### config.mk
export PLATFORM = sky130hd
export DESIGN_NAME = mod_n_updown_counter
export DESIGN_NICKNAME = d
export VERILOG_FILES = /design/src/rtl/mod_n_updown_counter.sv
export SDC_FILE = /design/constraint.sdc
export NUM_CORES = 1
export LEC_CHECK = 0
export BUFFER_PORTS_ARGS = -buffer_cell sky130_fd_sc_hd__buf_2
export CORE_AREA = 2 2 39 41
export CTS_CLUSTER_DIAMETER = 80
export DETAILED_ROUTE_END_ITERATION = 7
export DIE_AREA = 0 0 41 43
export SETUP_SLACK_MARGIN = 0.02
export SYNTH_ARGS = -nofsm -noshare
export SYNTH_HDL_FRONTEND = slang
export SYNTH_SLANG_ARGS = --single-unit
### constraint.sdc
create_clock -name CLK -period 1.59 [get_ports CLK]
set_input_delay 0.0795 -clock CLK [delete_from_list [all_inputs] [get_ports CLK]]
set_output_delay 0.0795 -clock CLK [all_outputs]
set_load 0.01 [all_outputs]
### src/rtl/mod_n_updown_counter.sv
// Synchronous up/down modulo-N counter, cascade-compatible successor of the
// 74LS163-style counter: clamped parallel load, compare match and wrap pulse.
module mod_n_updown_counter #(
  parameter int unsigned     WIDTH   = 4,
  parameter longint unsigned MODULUS = 16
) (
  input  logic             CLK,
  input  logic             CLR,
  input  logic [WIDTH-1:0] D,
  input  logic             LOAD_n,
  input  logic             ENP,
  input  logic             ENT,
  input  logic             UP,
  input  logic [WIDTH-1:0] CMP,
  output logic [WIDTH-1:0] Q,
  output logic             RCO,
  output logic             MATCH,
  output logic             WRAP
);

  if (WIDTH < 2 || WIDTH > 32) begin : g_bad_width
    $error("mod_n_updown_counter: WIDTH must be in 2..32");
  end

  if (MODULUS < 64'd2 || MODULUS > (64'd1 << WIDTH)) begin : g_bad_modulus
    $error("mod_n_updown_counter: MODULUS must be in 2..2**WIDTH");
  end

  localparam logic [WIDTH-1:0] MAX = WIDTH'(MODULUS - 64'd1);

  logic [WIDTH-1:0] q_q, q_d;
  logic             wrap_q, wrap_d;
  logic             tc;

  // Terminal state depends on direction, so RCO tracks UP without a clock.
  assign tc = UP ? (q_q == MAX) : (q_q == '0);

  always_comb begin
    q_d    = q_q;
    wrap_d = 1'b0;
    if (!LOAD_n) begin
      q_d = (D > MAX) ? MAX : D;
    end else if (ENP && ENT) begin
      wrap_d = tc;
      if (UP) begin
        q_d = tc ? '0 : q_q + WIDTH'(1);
      end else begin
        q_d = tc ? MAX : q_q - WIDTH'(1);
      end
    end
  end

  always_ff @(posedge CLK) begin
    if (CLR) begin
      q_q    <= '0;
      wrap_q <= 1'b0;
    end else begin
      q_q    <= q_d;
      wrap_q <= wrap_d;
    end
  end

  assign Q     = q_q;
  assign WRAP  = wrap_q;
  assign RCO   = ENT & tc;
  assign MATCH = (q_q == CMP);

endmodule

---- After elaboration in Yosys (flattened, before gate mapping) ----
Index checks and enable logic that the tools add are counted.
operators by class
  $add $sub $neg .......................... 2
  $mul .................................... 0
  div/mod/pow operators ................... 0
  order comparisons ....................... 1
  eq/ne operators ......................... 3
  shift-type cells ........................ 0
  multiplexer cells ....................... 7
  bitwise logic cells ..................... 3
  reduce and logical (&&, ||, !) cells .... 3
operator list
  operator               count
  $mux W4                6
  $add A4 B1 Y4 const B  1
  $eq A4 B4 Y1           1
  $eq A4 B4 Y1 const B   1
  $gt A4 B4 Y1 const B   1
  $logic_not A4 Y1       1
  $sub A4 B1 Y4 const B  1
  $reduce_or A3 Y1       1
  $ne A2 B1 Y1 const B   1
  $not A1 Y1             2
  $and A1 B1 Y1          1
  $logic_and A1 B1 Y1    1
  $mux W1                1
storage, ports and cells
  register bits after elaboration ......... 5
  bits in latches ......................... 0
  bits in writable memories ............... 0
  ROM bits ................................ 0
  input bits .............................. 14
  output and inout bits ................... 7
  word-level logic and storage cells ...... 21
  memories ................................ 0

---- Longest topological paths before layout ----
  depth in word-level cells ............... 6
  depth in mapped cells ................... 7
  depth with buffers taken out ............ 6

---- Least setup slack after synthesis ----
OpenSTA, ideal clock, no wires.
  path type ............................... flip-flop to flip-flop
  start point ............................. reg q_q[0], in the netlist Q[0]
  end point ............................... reg q_q[0], in the netlist Q[0]
  library setup time ...................... 0.124 ns
  arrival ................................. 1.409 ns
  data required time ...................... 1.466 ns
  setup slack ............................. 0.057 ns
  stages on the path, launching flop included .. 8
  buffers on the path ..................... 1
  period minus slack after synthesis ...... 1.533 ns
  cells stage by stage .................... dfxtp_1 > buf_2 > inv_1 > ha_1 > or3b_4 > a21oi_2 > o311ai_1 > a21oi_1
on the way
  cells in the longest elaborated chain, start to end .. 6
  elaborated cells on any way between the ends .. 10
  those cells by class .................... 2 x add/sub; 1 x eq/ne; 6 x mux; 1 x reduce/logical
ends and longest elaborated chain
  element                                                                RTL line  RTL
  start: declaration                                                     31        logic [WIDTH-1:0] q_q, q_d;
  start signal: assignment                                               58        q_q <= q_d;
  parallel branches: the longest is 3 deep, another holds $sub A4 B1 Y4  --
  $mux W4 (*)                                                            45        if (UP) begin
  $mux W4 (*)                                                            43        end else if (ENP && ENT) begin
  $mux W4 (*)                                                            41        if (!LOAD_n) begin
Every way passes the cells marked *. The select of a mux whose other input is x is not followed.
A chain may end at the register's enable or synchronous reset.

---- Worst setup path in the final report ----
  start point ............................. reg q_q[1], in the netlist Q[1]
  end point ............................... out RCO
on the way
  cells in the longest elaborated chain, start to end .. 3
  elaborated cells on any way between the ends .. 4
  those cells by class .................... 1 x eq/ne; 1 x mux; 1 x bitwise; 1 x reduce/logical
ends and longest elaborated chain
  element                                           RTL line  RTL
  $eq A4 B4 Y1 or $logic_not A4 Y1 (tied branches)  36        assign tc = UP ? (q_q == MAX) : (q_q == '0);
  $mux W1 (*)                                       36
  $and A1 B1 Y1 (*)                                 65        assign RCO = ENT & tc;
  end: declaration                                  16        output logic RCO,
Mark *: on every way between the ends. The rest lies on a longest branch, timed or not.

==> qor.csv <==
stage,metric,value,unit
global_route,antenna_found_initial,0,
synth,synth_cells,56,
placement,place_hpwl,820.3,um
hold_path,min_path_type,primary input to register,
global_route,grt_pass1_wl,1856,um
floorplan,initial_core_util,31.37,%
cells_and_area,instances_no_fill,98,
run,drv_cap,0,
cells_and_area,drive_above_1_share,48.78,%
sta,finalSetupViolCount,1,
global_route,grt_pass1_vias,444,
placement,placed_area,540.5,um^2
route,drt_iter0_drc,7,
power,p_leak,0.3075,nW
run_status,violations,negative setup slack,
hold_path,min_path_cells,2,
clock_network,cts-root-buf,clkbuf_4,
synth,yosys_register_bits,5,
global_route,overflow,0,
cells_and_area,syn2layout_area_growth,46.11,%
route,post_drt_via_cell_ratio,5.000,
floorplan,die-area,1763,um^2
synth,ys_warn_count,0,
route,routed-via-count,490,
placement,numPortBuffers,20,
power,powerDensity,708.8,nW/um^2
synth,ys_seq_area_share,23.05,%
cells_and_area,nFillCells,143,
synth,postSynthAreaPerCell,7.753,um^2
clock_network,clock_latency,0.24,ns
sta,hold_viol_final,0,
sta,max_clock_freq,623.6,MHz
worst_setup_path,cp_max_fo,3,
sta,tightest_slew,0.3499,ns
placement,post-place-ws,0.1444,ns
cells_and_area,design_area,634.4,um^2
sta,period_needed,1.604,ns
cells_and_area,diodes,0,
worst_setup_path,endpoint_kind,output port,
route,route.antenna.remaining_nets,0,
worst_setup_path,path_class,register to output port,
worst_setup_path,arrival,1.52,ns
sta,relSlewSlack,76.64,%
power,power,449.6,uW
sta,rsz0062_at_grt,true,
floorplan,core,1384,um^2
sta,whs,0.06602,ns
route,wl,1161,um
global_route,grt_max_degree,12,
route,drc_errors,0,
sta,fin_ws,-0.01369,ns
worst_setup_path,crit_required,1.51,ns
floorplan,io_pins,21,
cells_and_area,fin_util,45.84,%
worst_setup_path,start_kind,register,
synth,synth_cell_type_count,30,
sta,skew,0.002832,ns
clock_network,cts_buffers,3,
route,wl_per_cell,11.85,um
clock_network,clock_sinks,5,
cells_and_area,nets,99,
floorplan,rows,14,
placement,place_congestion,0.8483,
synth,syn-num-nets,72,
clock_network,clk_pin_slew,0.04,ns
sta,setup_tns,-0.01369,ns
sta,maxSlewViolCount,0,
power,ir_worst_vdd,0.5169,mV
route,drtPass1Iterations,4,
sta,fin_crit_sh,100.9,%
worst_setup_path,r2r_cells,7,
synth,syn_area,434.2,um^2
clock_network,tritoncts,yes,
global_route,grt_usage,15.83,%
clock_network,cts_hold_buf,0,
clock_network,ctsHtreeMaxLevel,1,
clock_network,clock_path_buffers,2,
floorplan,die_w,41,um
floorplan,fp.dieH,43,um
placement,placed_cells,90,
run_status,status,"complete, but fails checks",
-- cells by family after synthesis --
kind of cell / share of synthesized area, %
AOI/OAI and AO/OA: 25.36
xor gates and xnor gates: 10.09
adders and majority gates: 5.763
buffers and inverters: 10.95
DFF: 23.06
muxes: 2.306
and+or+nand+nor: 22.48
-- area by class of cell --
| cell class | instances | area, um^2 | area share [%] |
|---|---|---|---|
| Multi-Input combinational cell | 43 | 317.8 | 50.10 |
| Sequential cell | 5 | 102.6 | 16.17 |
| Inverter | 3 | 11.26 | 1.775 |
| Timing Repair Buffer | 27 | 156.4 | 24.65 |
| Tap cell | 16 | 20.02 | 3.156 |
| Clock buffer | 4 | 26.28 | 4.142 |
-- final timing paths --
kind	from	endpoint	slack [ns]
setup / recovery	Q[1]	RCO	-0.01
hold / removal	CLR	Q[0]	0.07
setup reg to reg	Q[1]	Q[0]	0.09
hold reg to reg	Q[3]	Q[3]	0.64
-- cell usage in the layout (no fill, tap or decap), types with 2 or more instances in the layout --
cell type  count
buf_2         20
nor2_1         6
buf_4          6
xor2_1         5
a21oi_1        4
dfxtp_1        3
o21ai_0        3
clkbuf_4       3
dfxtp_2        2
inv_2          2
nand2_1        2
nand3_1        2
a31oi_1        2
a211oi_1       2
-- routing by layer --
| metal | vias up | part of all wire, % | GRT usage, % |
|---|---|---|---|
| li1 | 253 | - | - |
| met1 | 213 | 39 | 19.81 |
| met2 | 22 | 51 | 23.13 |
| met3 | 2 | 9.0 | 9.424 |
| met4 | 0 | 1.8 | 2.667 |
| met5 | - | 0 | 0 |
-- power breakdown --
part           total (mW)  leakage, nW  internal [mW]  switching [mW]
logic               0.157        0.251         0.0792          0.0778
clock network       0.149       0.0150         0.0950          0.0539
registers           0.144       0.0419          0.135         0.00877
-- sequential cells by signal, indices dropped and copies added (netlist names) --
signal	cells
Q	4
WRAP	1
-- synthesized netlist by cell type, drive strengths merged --
master  count  share of area [%]
a31oi       2                2.9
or3         1                1.4
nor3b       1                1.7
a311oi      1                2.0
nor4        1                1.4
nand4       1                1.4
or4         1                1.7
or3b        1                2.6
nand2       2                1.7
nand3       2                2.3
and2        1                1.4
xor2        5                 10
a31o        1                2.0
nand2b      1                1.4
a21o        1                1.7
a21oi       5                6.6
o311ai      1                2.0
mux2i       1                2.3
ha          2                5.8
inv         3                2.6
dfxtp       5                 23
a211oi      2                3.5
buf         4                7.2
nor2        6                5.2
clkbuf      1                1.2
o21ai       4                4.6
-- timing repair --
item / in CTS / in global routing
cloned: 0 / 0
setup buffers: 3 / 1
setup endpoints to repair: 1 / 3
resized for setup: 7 / 3
pin swaps: 3 / 3
-- critical path, stage by stage (launching register included) --
cell	delay (ns)
dfxtp_2	0.31
inv_2	0.07
ha_4	0.13
or3b_4	0.38
o21ai_2	0.14
and2_1	0.13
buf_2	0.12
Power figures use the tool's default switching activity.
